## config.mk

```make
export PLATFORM = sky130hd
export DESIGN_NAME = mux_scan_ctrl_flat
export DESIGN_NICKNAME = d
export VERILOG_FILES = /design/src/rtl/mux_scan_if.sv /design/src/rtl/mux_scan_ctrl.sv /design/src/flat_wrapper.sv
export SDC_FILE = /design/constraint.sdc
export NUM_CORES = 1
export LEC_CHECK = 0
export CORE_ASPECT_RATIO = 1.5
export CORE_MARGIN = 2
export CORE_UTILIZATION = 54
export DETAILED_ROUTE_END_ITERATION = 12
export PLACE_DENSITY = 0.83
export SYNTH_ARGS = -nofsm -noshare
export SYNTH_HDL_FRONTEND = slang
export SYNTH_SLANG_ARGS = --single-unit
```

## constraint.sdc

```tcl
create_clock -name clk -period 2.3 [get_ports clk]
set_clock_uncertainty 0.2 [all_clocks]
set_input_delay 0.345 -clock clk [delete_from_list [all_inputs] [get_ports clk]]
set_output_delay 0.345 -clock clk [all_outputs]
set_load 0.01 [all_outputs]
```

## src/rtl/mux_scan_if.sv

```systemverilog
// Bus between the scan controller and its surroundings: handshake to the
// consumer, select/sample lines to mux_8x1, and the assembled result word.
interface mux_scan_if;
    logic       start;
    logic [7:0] mask;
    logic       mux_y;
    logic [2:0] mux_sel;
    logic       busy;
    logic       done;
    logic [7:0] data_out;

    modport master (
        output start, mask, mux_y,
        input  mux_sel, busy, done, data_out
    );

    modport slave (
        input  start, mask, mux_y,
        output mux_sel, busy, done, data_out
    );
endinterface

```

## src/rtl/mux_scan_ctrl.sv

```systemverilog
// Walks mux_8x1 through the enabled channels, holds each select SETTLE+1 cycles,
// samples y into a capture word and hands it over with a one-cycle done pulse.
module mux_scan_ctrl #(
    parameter int unsigned SETTLE = 2
) (
    input  logic       clk,
    input  logic       rst,
    mux_scan_if.slave  bus
);
    typedef enum logic [1:0] {
        S_IDLE = 2'd0,
        S_SCAN = 2'd1,
        S_DONE = 2'd2
    } state_t;

    localparam logic [3:0] SETTLE_CNT = 4'(SETTLE);

    state_t     r_state, w_state_next;
    logic [7:0] r_mask, w_mask_next;
    logic [7:0] r_cap, w_cap_next;
    logic [7:0] r_data, w_data_next;
    logic [2:0] r_chan, w_chan_next;
    logic [3:0] r_cnt, w_cnt_next;

    logic [7:0] w_above;
    logic [2:0] w_first_chan;
    logic [2:0] w_next_chan;

    // Enabled channels strictly above the one currently being sampled.
    genvar gi;
    generate
        for (gi = 0; gi < 8; gi++) begin : g_above
            assign w_above[gi] = r_mask[gi] && (3'(gi) > r_chan);
        end
    endgenerate

    always_comb begin
        w_first_chan = 3'd0;
        for (int i = 7; i >= 0; i--) begin
            if (bus.mask[i]) w_first_chan = 3'(i);
        end
    end

    always_comb begin
        w_next_chan = 3'd0;
        for (int i = 7; i >= 0; i--) begin
            if (w_above[i]) w_next_chan = 3'(i);
        end
    end

    always_comb begin
        w_state_next = r_state;
        w_mask_next  = r_mask;
        w_cap_next   = r_cap;
        w_data_next  = r_data;
        w_chan_next  = r_chan;
        w_cnt_next   = r_cnt;
        case (r_state)
            S_IDLE: begin
                if (bus.start) begin
                    w_mask_next = bus.mask;
                    w_cap_next  = 8'h00;
                    if (|bus.mask) begin
                        w_state_next = S_SCAN;
                        w_chan_next  = w_first_chan;
                        w_cnt_next   = 4'd0;
                    end else begin
                        w_state_next = S_DONE;
                        w_data_next  = 8'h00;
                    end
                end
            end
            S_SCAN: begin
                if (r_cnt != SETTLE_CNT) begin
                    w_cnt_next = r_cnt + 4'd1;
                end else begin
                    w_cap_next[r_chan] = bus.mux_y;
                    w_cnt_next         = 4'd0;
                    if (|w_above) begin
                        w_chan_next = w_next_chan;
                    end else begin
                        w_state_next = S_DONE;
                        w_data_next  = w_cap_next;
                    end
                end
            end
            S_DONE: begin
                w_state_next = S_IDLE;
            end
            default: begin
                w_state_next = S_IDLE;
            end
        endcase
    end

    always_ff @(posedge clk or posedge rst) begin
        if (rst) begin
            r_state <= S_IDLE;
            r_mask  <= 8'h00;
            r_cap   <= 8'h00;
            r_data  <= 8'h00;
            r_chan  <= 3'd0;
            r_cnt   <= 4'd0;
        end else begin
            r_state <= w_state_next;
            r_mask  <= w_mask_next;
            r_cap   <= w_cap_next;
            r_data  <= w_data_next;
            r_chan  <= w_chan_next;
            r_cnt   <= w_cnt_next;
        end
    end

    // mux_8x1 treats sel[0] as the channel MSB, hence the bit reversal.
    assign bus.mux_sel  = (r_state == S_SCAN) ? {r_chan[0], r_chan[1], r_chan[2]} : 3'b000;
    assign bus.busy     = (r_state == S_SCAN);
    assign bus.done     = (r_state == S_DONE);
    assign bus.data_out = r_data;
endmodule

```

## src/flat_wrapper.sv

```systemverilog
// flat-port wrapper written by rule: the top's interface ports become plain ports
module mux_scan_ctrl_flat 
#(
    parameter int unsigned SETTLE = 2
)
  (clk, rst, bus_start, bus_mask, bus_mux_y, bus_mux_sel, bus_busy, bus_done, bus_data_out);
  mux_scan_if bus_i ();
  input  logic clk;
  input  logic rst;
  input wire logic [$bits(bus_i.start)-1:0] bus_start;
  input wire logic [$bits(bus_i.mask)-1:0] bus_mask;
  input wire logic [$bits(bus_i.mux_y)-1:0] bus_mux_y;
  output wire logic [$bits(bus_i.mux_sel)-1:0] bus_mux_sel;
  output wire logic [$bits(bus_i.busy)-1:0] bus_busy;
  output wire logic [$bits(bus_i.done)-1:0] bus_done;
  output wire logic [$bits(bus_i.data_out)-1:0] bus_data_out;
  assign bus_i.start = bus_start;
  assign bus_i.mask = bus_mask;
  assign bus_i.mux_y = bus_mux_y;
  assign bus_mux_sel = bus_i.mux_sel;
  assign bus_busy = bus_i.busy;
  assign bus_done = bus_i.done;
  assign bus_data_out = bus_i.data_out;
  mux_scan_ctrl #(.SETTLE(SETTLE)) u_core (.clk(clk), .rst(rst), .bus(bus_i));
endmodule
```

==> results.cfg <==
[floorplanning]
die_w_um = 51.2
die-area_um2 = 3820
core_area_um2 = 3160
ios = 25
rows = 25
start_util_pct = 57.0
die_y_um = 74.7

[finish]
drive_gt1_share_pct = 19.5
nets = 234
synthToLayoutAreaGrowth_pct = 26.5
antenna_cells = 0

[sta]
setup_ws_ns = 0.0755
maxSlewViolCount = 0
slew_headroom_pct = 74.0
min_period_over_period_pct = 96.7
setup_viol = 0
hold_viol = 0
rsz0062_at_grt = no
finalWorstPathRequiredPeriod_ns = 2.22
clock.fmax_ghz = 0.450
hold_ws_ns = 0.247
tightest_slew_ns = 0.390

[clock_tree]
h-tree-depth = 2
clock-sinks = 32
ctsHoldBuffers = 0
worstSkewPairLatency_ns = 0.28
cts_root_buffer = clkbuf_8
numCtsBuffers = 5
cts_max_path_buffers = 2
cts.clk_slew.worst_paths_ns = 0.06
cts_tree = built

[pwr]
p_int_uw = 1880
switchingPower_uw = 1230
power_frac_clock_pct = 14.1
peakVddDrop_uv = 806
p_seq_share_pct = 32.2
powerDensity_nw_per_um2 = 1360
netSwitchingFraction_pct = 39.5
leakagePower_uw = 0.00109
p_comb_share_pct = 53.8

[synth]
synth-compound-area-share_pct = 19.3
synthXorXnorAreaFrac_pct = 0.972
yosys_warnings = 0
syn_nets = 195
asyncSetResetFlopFracSynth_pct = 100
synth_fa_ha_area_share_pct = 1.39
synth_area_per_cell_um2 = 9.95
synth_mux_area_share_pct = 10.5
synth_top_flop_cell = dfrtp_1
synth_top_family_by_area = simple AND/OR/NAND/NOR gates
yosysUniqueCellTypes = 41
ys_seq_area_share_pct = 44.4
synth_edf_count = 0
ys_ff_latch = 32
synthSimpleGateAreaFrac_pct = 19.5
synth_area_leaders = dfrtp_1, mux2i_1, mux2_2, a22o_1, nor2_1
synth_top_area_share_pct = 44.4
synth_most_common_cell = dfrtp_1
synth_top_cell_by_area = dfrtp_1
syn_area_um2 = 1800
syn_inst = 181
synth_common_cells = dfrtp_1, nor2_1, inv_1, nand2_1

[placement]
dp_hpwl_um = 3080
port-buffer-count = 24
place_congestion = 0.905
pre_cts_ws_ns = -0.0623

[drt]
wirelength_um = 4140
vias = 1517
drtIter0Drc = 51
avgRoutedWirePerCell_um = 15.9
vias_per_cell = 5.81
dr.pass1.iters = 4
remaining_drc_errors = 0
postRouteAntennaNets = 0

[grt]
grt.total_usage_pct = 23.7
grt_first_pass_wirelength_um = 6690
antenna_found_initial = 0
grt_max_degree = 33
grt_pass1_vias = 1523
overflow = 0

[setup_path]
start_kind = flip-flop
reg2reg_from = u_core.r_cnt[0]
worstSetupStartpoint = u_core.r_state[0]
cp.required_ns = 1.75
worst_setup_path_end_kind = output pin
worstPathArrival_ns = 1.68
worstSetupPathType = flip-flop to output pin
worstPathMaxFanout = 8

[job]
maxCapViolCount = 0

[hold_path]
hold_path_class = primary input to asynchronous set/reset pin

[run_status]
status = complete, no violations
-- placed cells by master (no fill, tap or decap), types with 2 or more instances in the layout --
master and n:
nor2_1 18, nor3b_1 2, ha_1 2, dfrtp_1 32, a22o_1 8, nand2_1 9
nor2b_1 5, a21oi_1 7, nor3_1 5, inv_1 9, clkbuf_8 6, and3_1 2
clkinv_2 2, nand2b_1 3, o21ai_4 2, and2_1 3, mux2_2 7, a21o_1 7
buf_4 16, nand3_1 5, o21ai_0 7, or2_2 2, xor2_1 2, clkdlybuf4s50_1 24
o211ai_1 4, mux2_4 2, nor4_1 2, mux2i_1 8, nand3b_1 5
-- cells by family after synthesis --
family,count (synthesis)
AO/OA/AOI/OAI,45
XOR/XNOR,2
adder cells (fa/ha/maj),2
buffers and inverters,18
flip-flops,32
multiplexers,17
AND/OR/NAND/NOR,65
-- repair_timing --
action / in CTS / in global routing
resized for setup: 0 / 1
endpoints found under the setup margin: 0 / 3
buffers inserted: 0 / 0
-- power by group through the flow --
stage | Combinational, uW | Clock, uW | Sequential [uW]
6_report | 1670 | 437 | 999
5_1_grt | 1820 | 467 | 1020
4_1_cts | 1670 | 445 | 987
3_5_place_dp | 1650 | 0 | 994
3_3_place_gp | 1580 | 0 | 979
2_1_floorplan | 1120 | 0 | 954
-- state kept, by name, summed over array words and instances (netlist names) --
signal,cells
u_core.r_mask,7
u_core.bus.data_out,8
u_core.r_chan,3
u_core.r_cap,8
u_core.r_state,2
u_core.r_cnt,4
-- critical path: stages (launching register included) --
cell	delay [ns]
dfrtp_1	0.53
nand2b_4	0.10
clkinv_1	0.08
buf_4	0.15
clkdlybuf4s50_1	0.54
-- final timing paths --
path	endpoint	depth (start not counted)	slack [ns]
worst max-delay path	bus_busy	4	0.08
worst min-delay path	u_core.r_cnt[3]	3	0.25
worst max register to register	u_core.r_chan[1]	7	0.18
worst min register to register	u_core.r_cap[1]	1	0.27
max in group asynchronous	u_core.r_cap[1]	3	1.37
min in group clk	u_core.r_cap[1]	1	0.27
-- metrics by stage --
step	utilization, %	area, um^2	TNS, ns	instances	power [uW]
floorplan	-	1800	0	181	2080
global placement	69.0	2180	0	253	2560
detailed placement	69.0	2180	-0.235	253	2650
CTS	71.9	2270	0	261	3100
global route	72.2	2280	0	261	3310
finish	72.2	2280	0	261	3110
-- layer usage --
layer | routed length, um | track usage (%) | vias up | share of wire (%)
met5 | 0 | 0 | - | 0
li1 | - | - | 719 | -
met2 | 2110 | 41.1 | 52 | 51
met4 | 174 | 14.7 | 0 | 4.2
met1 | 1650 | 26.6 | 731 | 40
met3 | 209 | 4.76 | 15 | 5.0
-- area by class of cell --
cell class                      instances  area (um^2)
Sequential cell                        32          801
Inverter                               10         37.5
Multi-Input combinational cell        131          938
Tap cell                               40         50.0
Timing Repair Buffer                   40          360
Clock buffer                            6         82.6
Clock inverter                          2         10.0
Fill cell                             223          880
Power figures use the tool's default switching activity.
